File: src/rtl/vend_sequencer.sv
// vend_sequencer: coin-credit accumulator and vend/change transaction sequencer.
// Credit is built from coin pulses. A valid selection runs the dispense
// handshake, and any remaining credit is then paid out one nickel at a time.
module vend_sequencer #(
    parameter int unsigned PRICE      = 15,
    parameter int unsigned MAX_CREDIT = 100,
    parameter int unsigned CREDIT_W   = 8,
    parameter int unsigned TIMEOUT    = 1000
) (
    input  logic                Clk,
    input  logic                Reset,
    input  logic                N,
    input  logic                D,
    input  logic                Q,
    input  logic                Sel,
    input  logic                Cancel,
    input  logic                DispDone,
    input  logic                ChgAck,
    output logic                DispReq,
    output logic                ChgReq,
    output logic                CoinRej,
    output logic                Busy,
    output logic [CREDIT_W-1:0] Credit
);

    // Timer counts idle CREDIT cycles 0..TIMEOUT-1
    localparam int unsigned TMR_W = (TIMEOUT > 1) ? $clog2(TIMEOUT) : 1;

    localparam logic [1:0] ST_IDLE   = 2'd0;
    localparam logic [1:0] ST_CREDIT = 2'd1;
    localparam logic [1:0] ST_VEND   = 2'd2;
    localparam logic [1:0] ST_CHANGE = 2'd3;

    localparam logic [CREDIT_W-1:0] PRICE_C   = CREDIT_W'(PRICE);
    localparam logic [CREDIT_W-1:0] MAX_C     = CREDIT_W'(MAX_CREDIT);
    localparam logic [CREDIT_W-1:0] NICKEL_C  = CREDIT_W'(5);
    localparam logic [CREDIT_W-1:0] DIME_C    = CREDIT_W'(10);
    localparam logic [CREDIT_W-1:0] QUARTER_C = CREDIT_W'(25);
    localparam logic [TMR_W-1:0]    TMR_LAST  = TMR_W'(TIMEOUT - 1);

    logic [1:0]          state;
    logic [1:0]          state_n;
    logic [CREDIT_W-1:0] credit;
    logic [CREDIT_W-1:0] credit_n;
    logic [TMR_W-1:0]    timer;
    logic [TMR_W-1:0]    timer_n;

    logic [CREDIT_W-1:0] coin_val;
    logic                coin_any;
    logic                coin_multi;
    logic [CREDIT_W:0]   coin_sum;
    logic                coin_fits;
    logic                coin_ok;
    logic                sel_ok;

    logic                disp_req_n;
    logic                chg_req_n;
    logic                coin_rej_n;
    logic                busy_n;

    // Coin decode: quarter beats dime beats nickel; the losers are always returned
    always_comb begin
        coin_val   = '0;
        coin_any   = N | D | Q;
        coin_multi = (N & D) | (N & Q) | (D & Q);
        if (Q) begin
            coin_val = QUARTER_C;
        end else if (D) begin
            coin_val = DIME_C;
        end else if (N) begin
            coin_val = NICKEL_C;
        end
        coin_sum  = {1'b0, credit} + {1'b0, coin_val};
        coin_fits = (coin_sum <= {1'b0, MAX_C});
        sel_ok    = Sel && (credit >= PRICE_C);
    end

    // Next-state, credit and idle-timer update
    always_comb begin
        state_n  = state;
        credit_n = credit;
        timer_n  = timer;
        coin_ok  = 1'b0;

        case (state)
            ST_IDLE: begin
                timer_n = '0;
                if (coin_any && coin_fits) begin
                    coin_ok  = 1'b1;
                    credit_n = coin_sum[CREDIT_W-1:0];
                    state_n  = ST_CREDIT;
                end
            end

            ST_CREDIT: begin
                if (Cancel) begin
                    timer_n = '0;
                    state_n = ST_CHANGE;
                end else if (sel_ok) begin
                    timer_n  = '0;
                    credit_n = credit - PRICE_C;
                    state_n  = ST_VEND;
                end else if (coin_any && coin_fits) begin
                    coin_ok  = 1'b1;
                    timer_n  = '0;
                    credit_n = coin_sum[CREDIT_W-1:0];
                end else if (timer == TMR_LAST) begin
                    // Customer walked away: refund whatever is held
                    timer_n = '0;
                    state_n = ST_CHANGE;
                end else begin
                    timer_n = timer + TMR_W'(1);
                end
            end

            ST_VEND: begin
                if (DispDone) begin
                    state_n = (credit != '0) ? ST_CHANGE : ST_IDLE;
                end
            end

            ST_CHANGE: begin
                if (credit == '0) begin
                    // Nothing owed; cannot normally occur but never strand the FSM
                    state_n = ST_IDLE;
                end else if (ChgAck) begin
                    credit_n = credit - NICKEL_C;
                    if (credit == NICKEL_C) begin
                        state_n = ST_IDLE;
                    end
                end
            end

            default: begin
                state_n  = ST_IDLE;
                credit_n = '0;
                timer_n  = '0;
            end
        endcase
    end

    // Output values for the next cycle, derived from the state being entered
    always_comb begin
        disp_req_n = (state_n == ST_VEND);
        chg_req_n  = (state_n == ST_CHANGE);
        busy_n     = (state_n == ST_VEND) || (state_n == ST_CHANGE);
        coin_rej_n = coin_multi || (coin_any && !coin_ok);
    end

    // State register
    always_ff @(posedge Clk) begin
        if (Reset) begin
            state  <= ST_IDLE;
            credit <= '0;
            timer  <= '0;
        end else begin
            state  <= state_n;
            credit <= credit_n;
            timer  <= timer_n;
        end
    end

    // Registered outputs
    always_ff @(posedge Clk) begin
        if (Reset) begin
            DispReq <= 1'b0;
            ChgReq  <= 1'b0;
            CoinRej <= 1'b0;
            Busy    <= 1'b0;
        end else begin
            DispReq <= disp_req_n;
            ChgReq  <= chg_req_n;
            CoinRej <= coin_rej_n;
            Busy    <= busy_n;
        end
    end

    assign Credit = credit;

endmodule

File: config.mk
export PLATFORM = sky130hd
export DESIGN_NAME = vend_sequencer
export DESIGN_NICKNAME = d
export VERILOG_FILES = /design/src/rtl/vend_sequencer.sv
export SDC_FILE = /design/constraint.sdc
export NUM_CORES = 1
export LEC_CHECK = 0
export ABC_AREA = 1
export CAP_MARGIN = 20
export CORE_ASPECT_RATIO = 1.4
export CORE_UTILIZATION = 40
export DETAILED_ROUTE_END_ITERATION = 8
export GPL_TIMING_DRIVEN = 0
export PLACE_DENSITY_LB_ADDON = 0.15
export RECOVER_POWER = 25
export SETUP_SLACK_MARGIN = 0.02
export SLEW_MARGIN = 25
export SYNTH_ARGS = -nofsm -noshare
export SYNTH_HDL_FRONTEND = slang
export SYNTH_SLANG_ARGS = --single-unit
File: constraint.sdc
create_clock -name Clk -period 2.3 [get_ports Clk]
set_input_delay 0.345 -clock Clk [delete_from_list [all_inputs] [get_ports Clk]]
set_output_delay 0.345 -clock Clk [all_outputs]
set_load 0.005 [all_outputs]
# Word-level counts from Yosys, hierarchy flattened
# Index checks and enable logic that the tools add are counted.
# W data, S select, Z words.
[totals]
regBits = 24
output_inout_bits = 12
[op_classes]
addsub = 4
n_lt_le_gt_ge = 2
n_eq_ne = 10
n_mux = 29
n_bitwise = 7
n_reduce_logical = 12
[ops]
columns = ["op", "count"]
rows = [
  ["$mux W10", 4],
  ["$mux W8", 5],
  ["$pmux W8 S3", 1],
  ["$mux W2", 10],
  ["$pmux W10 S2", 1],
  ["$add A10 B1 Y10 const B", 1],
  ["$eq A10 B10 Y1 const B", 1],
  ["$add A8 B8 Y9", 1],
  ["$le A9 B7 Y1 const B", 1],
  ["$eq A2 B2 Y1 const B", 4],
  ["$eq A8 B3 Y1 const B", 1],
  ["$ge A8 B4 Y1 const B", 1],
  ["$logic_not A8 Y1", 1],
  ["$pmux W2 S4", 1],
  ["$reduce_bool A8 Y1", 1],
  ["$sub A8 B3 Y8 const B", 1],
  ["$sub A8 B4 Y8 const B", 1],
  ["$ne A2 B2 Y1 const B", 3],
  ["$mux W5", 1],
  ["$mux W4", 1],
  ["$or A1 B1 Y1", 4],
  ["$reduce_and A4 Y1", 1],
  ["$and A1 B1 Y1", 3],
  ["$logic_and A1 B1 Y1", 3],
  ["other kinds (9)", 12],
]

# Logic depth before layout (Yosys ltp)
# Gate-level depths: netlist of the first run.
[depth]
depth_word = 13
depth_mapped = 20
ltp_nobuf = 20

# Worst setup path after synthesis of the first run
# OpenSTA, ideal clock, no wires.
[synth_timing]
path_kind = "input-to-reg"
from = "input D"
to = "register timer[0]"
setup_time_ps = 130
arrival_time_ps = 2058
path_slack_ps = 112
path_stages = 16
path_buffers = 1
path_cell_list = "inv_1 -> nor2_1 -> nor2_1 -> ha_1 -> inv_1 -> fa_1 -> inv_1 -> nand2_1 -> and2_1 -> o21ai_0 -> nand3_1 -> nand3_2 -> nand2_4 -> buf_6 -> a21oi_1 -> a211oi_2"
[synth_via]
elab_chain_cells = 9
[synth_lines]
columns = ["element", "line_no", "rtl"]
rows = [
  ["start: declaration", "13", "input logic D,"],
  ["$mux W4", "68", "end else if (D) begin"],
  ["$mux W5", "66", "if (Q) begin"],
  ["$add A8 B8 Y9", "73", "coin_sum = {1'b0, credit} + {1'b0, coin_val};"],
  ["$le A9 B7 Y1", "74", "coin_fits = (coin_sum <= {1'b0, MAX_C});"],
  ["$logic_and A1 B1 Y1 *", "103", "end else if (coin_any && coin_fits) begin"],
  ["$mux W10 *", "103", ""],
  ["$mux W10 *", "99", "end else if (sel_ok) begin"],
  ["$mux W10 *", "96", "if (Cancel) begin"],
  ["$pmux W10 S2 *", "85", "case (state)"],
  ["end signal: assignment", "159", "timer <= timer_n;"],
  ["end: declaration", "45", "logic [TMR_W-1:0] timer;"],
]
# Mark *: on every way between the ends. The rest lies on a longest branch, timed or not.
# A chain may end at the register's enable or synchronous reset.

# Worst setup path after layout of the first run
[layout_timing]
from = "register credit[0], in the netlist Credit[0]"
to = "register credit[3], in the netlist Credit[3]"
[layout_via]
elab_chain_cells = 7
[layout_lines]
columns = ["element", "line_no", "rtl"]
rows = [
  ["start: declaration", "43", "logic [CREDIT_W-1:0] credit;"],
  ["start signal: assignment", "158", "credit <= credit_n;"],
  ["$add A8 B8 Y9", "73", ""],
  ["$le A9 B7 Y1", "74", ""],
  ["$logic_and A1 B1 Y1", "88, 103", ""],
  ["$mux W8", "88, 103", ""],
  ["$mux W8", "99", ""],
  ["$mux W8", "96", ""],
  ["$pmux W8 S3", "85", ""],
]
# Several ways; a longest one is shown, not always the timed one. The select of a mux whose other input is x is not followed.

==> results.md, run 1 <==
Clock network:
- Clock tree synthesis selected as its root buffer the cell sky130_fd_sc_hd__clkbuf_8.
- The sink count of the clock tree is 23.
- The clock insertion delay at the later pin of the skew report is 280 ps.
- The H-tree level count is 1.
- For this design, the CTS-stage hold fixing added 0 buffers.
- The clock transition at the registers of the reported paths is 90 ps.
- TritonCTS built the clock tree.
- The number of clock buffers added by TritonCTS is 3.
- The clock tree buffer depth is 2.

Floorplan:
- The initial core utilization is 41.30%.
- The floorplan step set the die width to 63.69 um.
- The die footprint is 5627 um2.
- In this run the vertical extent of the chip is 88.36 um.
- The floorplan step defined a core boundary enclosing roughly 5200 um2.
- The number of top-level pins is 21.
- The initialized floorplan defines 31 standard-cell rows.

Global route:
- The via count of the first global-routing pass is around 2.2k.
- The overall overflow remaining after global route is 0.
- Entering global routing, the biggest net connects 13 pins.
- The number of antenna violations at the first check in global routing is 0.
- The first-pass GRT wire length is a little over 10000 um.
- Across every metal layer, demand over resource in global routing totals 23.17%.

Place:
- The placed wire-length estimate is 4480 um.
- The congestion estimate from routability-driven global placement came to about 0.90.
- The cell count after placement is 430.
- The number of port buffers is 19.

Logic synthesis:
- The commonest register cell after synthesis is sky130_fd_sc_hd__dfxtp_1.
- The count of yosys warnings during synthesis is 0.
- For this run, asynchronously set or reset flops after synthesis account for 0%.
- The leading area contributor after synthesis is sky130_fd_sc_hd__dfxtp_1.
- The cell count after synthesis came out at 345.
- Summing the sequential cell areas from Yosys gives 21.61% of the chip area.
- By area the synthesized netlist is led by sky130_fd_sc_hd__dfxtp_1 22%, sky130_fd_sc_hd__nand2_1 18%, sky130_fd_sc_hd__inv_1 7.4%.
- The count of distinct cell types in the synthesized netlist is 40.
- The area share of the largest cell type after synthesis is a little over a fifth.
- The number of enable flip-flop cells after synthesis is 0.
- The mean cell area of the mapped netlist is 6.176 um2.
- The synthesized netlist occupies a cell area of 2131 um2.
- The count of state elements after synthesis is 23.
- Synthesis produced a netlist with a net count of 365.

Power:
- Overall power consumption after layout is estimated at 3.238 mW.
- The register share of total power is 19.2%.
- In this run the power spent charging and discharging nets is between 1.5 and 2 mW.
- Combinational cells account for between 70 and 80% of the total power.
- Across the VDD grid, the largest voltage drop is 0.5566 mV.
- In this run the power density over the cells is ~1200 nW/um2.
- In this run switching power makes up 51.22% of total power.
- The leakage power figure is 1.289 nW.
- The clock network power share is under 10%.
- Cell internal power was estimated by the tool at 1.579 mW.

Status:
- The run finished with clean final reports.

Critical path:
- The category of the worst setup path capture point is a register.
- The data arrival time of the critical path is 2340 ps.
- The number of buffers and inverters on the critical path is 4.
- The critical path launch point type is a register.
- The master of the slowest instance on the critical path is sky130_fd_sc_hd__dfxtp_4.
- The worst register-to-register path begins at Credit[0].
- The critical path is of the register to register type.
- The critical path's largest stage delay is 370 ps.
- The required time at the endpoint of the critical path is 2480 ps.
- The signal on the critical path passes through ha_2 > inv_2 > fa_2 > inv_2 > nand2_2 > nand2_2 > nand3_2 > nand2_2 > nand3_4 > nand3_4 > buf_6 > nand3_2 > nand3_2 > nand2_1 > o21ai_1 > inv_1.
- Along the worst path, the maximum fanout reaches 4.
- The most critical setup path has its startpoint at Credit[0].
- In this design, the largest share of critical-path delay is due to simple AND/OR/NAND/NOR gates.

Drt:
- For this run, design rule violations remaining after detail routing come to 0.
- The first detailed-routing pass took 7 iterations.
- The first routing iteration left 105 violations.
- The overall routed net length is 6095 um.
- In the routed layout, each cell is associated on average with a via count of 5.237.
- The number of antenna-violating nets in the routed design is 0.
- The count of vias placed by the detailed router is between 2k and 2.5k.
- The average wire per standard cell is 13.64 um.

STA:
- Static timing analysis puts the maximum clock frequency at ~460 MHz.
- The share of the clock period used by the worst path after layout is 94.01%.
- The shortest period the worst path allows is 2162 ps.
- Setup violations remaining at the end of the flow were counted as 0.
- The max-slew violation count is 0.
- The clock skew is 3.601 ps.
- For the pin with the worst max-slew slack, the measured transition is 770.2 ps.
- The number of hold violations in the final report is 0.
- Setup repair after global routing left no endpoint under its margin.
- The worst pin sits at a relative slew slack of 48.18%.

Cells and area:
- The top cell types in the final layout, fill and taps aside, are 89 x sky130_fd_sc_hd__nand2_1, 38 x sky130_fd_sc_hd__inv_1, 28 x sky130_fd_sc_hd__nor2_1.
- After filler insertion, the fill cell instance count of the layout stands at 534.
- The count of nets after finishing is 402.
- The area taken by flip-flops and latches is ~470 um2.
- The antenna diode count is 0.
- The commonest non-fill, non-tap cell in the layout is sky130_fd_sc_hd__nand2_1.
- The post-layout instance count excluding filler cells is 447.
- The fraction of layout cells with a size suffix above 1 is approximately 25%.
- Relative to the synthesized area, the layout overhead comes to 30.95%.
- The multi-input combinational cells in the finished layout cover a total of roughly 1600 um2.

Worst hold path:
- The beginning of the worst hold path is D.
- The path class of the tightest hold or removal check is primary input to register.

Run:
- The count of maximum capacitance violations is 0.
==> tightest hold or removal path, delay by kind of cell <==
family	cells	cell delay [ps]
buf+inv	1	90
compound gates	2	190
==> Yosys cell counts, drive strengths merged, types with 6 or more instances <==
library cell    n
nand4           9
o21ai          16
nand3          29
dfxtp          23
nor2           34
inv            48
a21oi          29
nor3            6
nand2         108
xor2            6
ha             10
==> cells by family (layout without fill, tap and decap cells) <==
family                     count (synthesis)  after routing  synth area share [%]
and+or+nand+nor                          196            197                 43.16
AOI/OAI and AO/OA                         55             55                 15.39
buffers and inverters                     54             89                 10.57
DFF                                       23             23                 21.61
adders and majority gates                 11             11                 6.812
xor gates and xnor gates                   6              6                 2.466
==> state kept, by name, summed over array words and instances (netlist names) <==
register,flops
ChgReq,1
DispReq,1
timer,10
state,2
CoinRej,1
Credit,8
==> stage by stage <==
step	setup slack [ps]	util, %	hold slack (ps)	setup TNS [ps]	cell area [um2]
3_5_place_dp	-904.6	46.59	469.1	-17240	2404
6_report	137.8	54.09	392.1	0	2790
4_1_cts	29.19	50.79	418.2	0	2620
2_1_floorplan	112.5	-	445.9	0	2131
3_3_place_gp	-896.1	46.59	466.4	-17120	2404
5_1_grt	2.219	54.09	431.1	0	2790
==> worst paths after layout <==
kind / to / slack (ps) / depth (start not counted)
setup / recovery: Credit[3] / 140 / 16
hold / removal: CoinRej / 390 / 3
setup reg to reg: Credit[3] / 140 / 16
hold reg to reg: timer[7] / 470 / 2
==> metal layers <==
| metal | share of wire (%) | vias up | routed length [um] | GRT usage, % |
|---|---|---|---|---|
| li1 | - | 1195 | - | - |
| met1 | 40 | 1072 | 2458 | 26.60 |
| met2 | 53 | 59 | 3223 | 42.36 |
| met3 | 3.4 | 15 | 208 | 1.675 |
| met4 | 3.3 | 0 | 204 | 12.81 |
| met5 | 0 | - | 0 | 0 |
==> final cells by class <==
cell class,instances,share of cell area (%)
Timing Repair Buffer,31,11.97
Clock buffer,4,1.614
Inverter,48,6.637
Tap cell,66,2.960
Sequential cell,23,16.91
Buffer,6,1.749
Multi-Input combinational cell,269,58.16
==> what timing repair did <==
item / in CTS / in global routing
setup endpoints to repair: 23 / 22
gates resized for setup: 40 / 38
setup buffers: 7 / 4
pin swaps: 10 / 18
cloned: 2 / 0
==> power groups by stage <==
stage / clock [mW] / sequential, mW / combinational, mW
2_1_floorplan: 0 / 0.588 / 1.37
3_3_place_gp: 0 / 0.621 / 1.86
3_5_place_dp: 0 / 0.619 / 1.87
4_1_cts: 0.273 / 0.620 / 2.13
5_1_grt: 0.291 / 0.641 / 2.61
6_report: 0.270 / 0.622 / 2.35
Power figures use the tool's default switching activity.
==> run 2: changes to the inputs <==
Settings changed: GPL_TIMING_DRIVEN 0 to unset, MAX_ROUTING_LAYER set to met4, RECOVER_POWER 25 to unset.
==> run 2 against run 1 <==
Effect of this change:
- the flow now finishes with violations (design-rule violations)
- non-clock buffer count up 11
- worst hold slack better by 9.5 ps
- count of clock-buffer cells in the layout down 1
- largest cell class unchanged
- clock power hardly changed
- critical path type is now primary input to register
- setup slack better by 44 ps
- critical endpoint unchanged
- sequential share of layout area down 0.31 points
- die area stayed put
- sequential cell count did not move
- register-to-register slack better by 50 ps
- global-route usage down 0.072 points
==> results.md, run 2 (synthesis gave the netlist of run 1 again) <==
Critical path:
- The endpoint of the worst-slack reg-to-reg timing path is Credit[3] (unchanged).
- The category of the worst setup path capture point is a register (unchanged).
- The origin of the worst setup path is D (was Credit[0]).
- Critical Path, Cell by Cell: buf_6 > inv_2 > nor2_2 > nor2_1 > ha_2 > inv_2 > fa_2 > inv_2 > nand2_2 > nand2_2 > nand3_1 > nand3_2 > a21oi_4 > buf_4 > nand2_4 > nand2_1 > nand3_1 > nand2_1 > o21ai_1 > inv_1 (was ha_2 > inv_2 > fa_2 > inv_2 > nand2_2 > nand2_2 > nand3_2 > nand2_2 > nand3_4 > nand3_4 > buf_6 > nand3_2 > nand3_2 > nand2_1 > o21ai_1 > inv_1).
- The cell family contributing the most delay on the critical path is simple AND/OR/NAND/NOR gates (unchanged).
- The critical path class is primary input to register (was register to register).
- The data arrival time of the critical path is 2290 ps (was 2340 ps).
- The combined buffer and inverter count along the critical path was 6 (was 4).
- The critical path launch point type is a primary input (was register).
- The startpoint of the lowest-slack register-to-register path is Credit[0] (unchanged).
- Counting stages on the worst path, the most repeated cell is sky130_fd_sc_hd__inv_2.
- The reg2reg setup slack is 190 ps (was 140 ps).
- The highest net fanout along the worst path is 5 (was 4).
- The critical path's largest stage delay is 350 ps (was 370 ps).
- The required time at the endpoint of the critical path is 2470 ps (was 2480 ps).
- The worst reg2reg path depth was 16 (unchanged).
- The master of the slowest instance on the critical path is sky130_fd_sc_hd__fa_2 (was sky130_fd_sc_hd__dfxtp_4).

STA:
- The final hold slack is 401.6 ps (was 392.1 ps).
- The post-layout worst setup margin is 182.3 ps (was 137.8 ps).
- The number of hold violations in the final report is 0 (unchanged).
- The remaining max-slew budget at the tightest pin was 69.62% (was 48.18%).
- Unrepaired setup endpoints after global routing: false (unchanged).
- The post-route setup TNS is 0 ps (unchanged).
- The shortest period the worst path allows came to 2118 ps (was 2162 ps).
- The share of the clock period used by the worst path after layout was 92.07% (was 94.01%).
- The fmax is 472.2 MHz (was 462.5 MHz).
- The transition at the pin with the smallest max-transition slack came to 453.0 ps (was 770.2 ps).
- The final setup violation count was 0 (unchanged).
- The max-slew violation count is 0 (unchanged).
- The clock skew is 7.562 ps (was 3.601 ps).

Status:
- Outcome: complete, but fails checks (was complete, no violations).
- The final reports fail on design-rule violations.

Floorplan:
- The number of top-level pins is 21 (unchanged).
- The die footprint is 5627 um2 (unchanged).
- The area of the placeable core came to 5159 um2 (unchanged).
- The floorplan die height came to 88.36 um (unchanged).
- The initial core utilization is 41.30% (unchanged).
- The total number of placement rows was 31 (unchanged).
- The x dimension of the die is 63.69 um (unchanged).

Worst hold path:
- The worst min-delay path endpoint is CoinRej (unchanged).
- The beginning of the worst hold path is D (unchanged).
- The type of the worst min-delay path is primary input to register (unchanged).
- The number of cells on the worst hold path is 3 (unchanged).

Cells and area:
- The final core utilization is 53.77% (was 54.09%).
- The fraction of layout cells with a size suffix above 1 came to 25.77% (was 24.67%).
- The register with the most flip-flops is timer (unchanged).
- The layout filler cell count is 533 (was 534).
- Leading cell types in the layout, fill and taps excluded: 90 x sky130_fd_sc_hd__nand2_1, 36 x sky130_fd_sc_hd__inv_1, 28 x sky130_fd_sc_hd__nor2_1 (was 89 x sky130_fd_sc_hd__nand2_1, 38 x sky130_fd_sc_hd__inv_1, 28 x sky130_fd_sc_hd__nor2_1).
- The post-layout instance count excluding filler cells is 458 (was 447).
- The count of nets after finishing is 413 (was 402).
- The signed area change from the synthesized netlist to the final layout was 30.18% (was 30.95%).
- The commonest non-fill, non-tap cell in the layout is sky130_fd_sc_hd__nand2_1 (unchanged).
- The number of flip-flops in the largest register is 10 (unchanged).
- The antenna diode count was 0 (unchanged).

Clock network:
- The H-tree level count is 1 (unchanged).
- The clock tree buffer depth is 2 (unchanged).
- The number of clock buffers inserted by TritonCTS came to 3 (unchanged).
- The clock transition at the registers of the reported paths is 90 ps (about the same).
- The clock insertion delay at the later pin of the skew report came to 270 ps (was 280 ps).
- The clock tree root buffer cell was sky130_fd_sc_hd__clkbuf_8 (unchanged).
- The clock tree from TritonCTS is built (unchanged).
- The sink count of the clock tree is 23 (unchanged).

Global route:
- The via count of the first global-routing pass came to 2137 (was 2180).
- The overall overflow remaining after global route is 0 (unchanged).
- The number of antenna violations at the first check in global routing came to 0 (unchanged).
- The pin count of the biggest net entering global routing is 15 (was 13).
- The overall routing resource usage is 23.10% (was 23.17%).
- The first-pass GRT wire length is 9791 um (was 10080 um).

Place:
- The number of port buffers came to 20 (was 19).
- The placed wire-length estimate is 4810 um (was 4480 um).
- The cell count after placement is 451 (was 430).
- The worst setup slack after placement is -781.7 ps (was -904.6 ps).
- The final RePlAce weighted congestion is 0.9073 (was 0.8961).

Run:
- The count of maximum capacitance violations came to 0 (unchanged).

Drt:
- The number of antenna-violating nets in the routed design is 0 (unchanged).
- The DRC violation count after routing came to 2 (was 0).
- The number of DRC markers in iteration 0 came to 105 (unchanged).
- The average wire per standard cell is 13.54 um (was 13.64 um).
- The overall routed net length is 6202 um (was 6095 um).
- The count of vias placed by the detailed router came to 2386 (was 2341).
- The number of vias per cell after detailed routing is 5.210 (was 5.237).
- The first-pass iteration count of the detailed router is 6 (was 7).

Power:
- The leakage power figure is 1.310 nW (was 1.289 nW).
- The total power per unit cell area is 1142 nW/um2 (was 1160 nW/um2).
- The worst vdd rail ir drop was 0.4969 mV (was 0.5566 mV).
[run 2: tightest hold or removal path, delay by kind of cell]
kind                   cells  cell delay [ps]
AOI/OAI and AO/OA          2              210
buffers and inverters      1               90
[run 2: timing repair]
action | in CTS | in global routing
cloned | 1 | 0
setup endpoints to repair | 23 | 23
resized for setup | 26 | 36
hold buffers | 0 | 0
setup buffers | 2 | 0
pin swaps | 11 | 14
hold endpoints to repair | 0 | 0
[run 2: stage by stage]
step                instance area [um2]  power [mW]
CTS                                2691       3.061
global route                       2774       3.444
floorplan                          2131       1.956
finish                             2774       3.167
global placement                   2564       2.654
detailed placement                 2564       2.656
[run 2: worst max-delay path by stage]
stage                      to  cells after the start
global route           ChgReq                     21
CTS                 Credit[2]                     20
detailed placement    CoinRej                     18
floorplan            timer[0]                     16
finish              Credit[3]                     20
global placement      CoinRej                     17
[run 2: metal layers]
layer	wire (um)	GRT usage, %
met5	0	-
met4	91	7.645
met2	3359	44.20
met1	2614	25.17
met3	136	1.160
[run 2: layout make-up]
class,count,area [um2],area share [%]
multi-input cells,269,1583,57.06
flip-flops and latches,23,460.4,16.60
repair buffers,48,419.2,15.11
inverters,48,180.2,6.495
well taps,66,82.58,2.977
clock buffers,3,41.29,1.488
clock inverters,1,7.507,0.2706
[run 2: power breakdown]
part | leakage, nW | switching, mW | internal [mW] | total (mW)
registers | 0.188 | 0.114 | 0.481 | 0.595
logic | 1.10 | 1.37 | 0.932 | 2.30
clock network | 0.0217 | 0.145 | 0.123 | 0.268
==> run 3: changes to the inputs <==
Settings changed: SLEW_MARGIN 25 to 20.
==> results of run 3 <==
The final DEF is identical to that of run 2; final timing and power are the same.
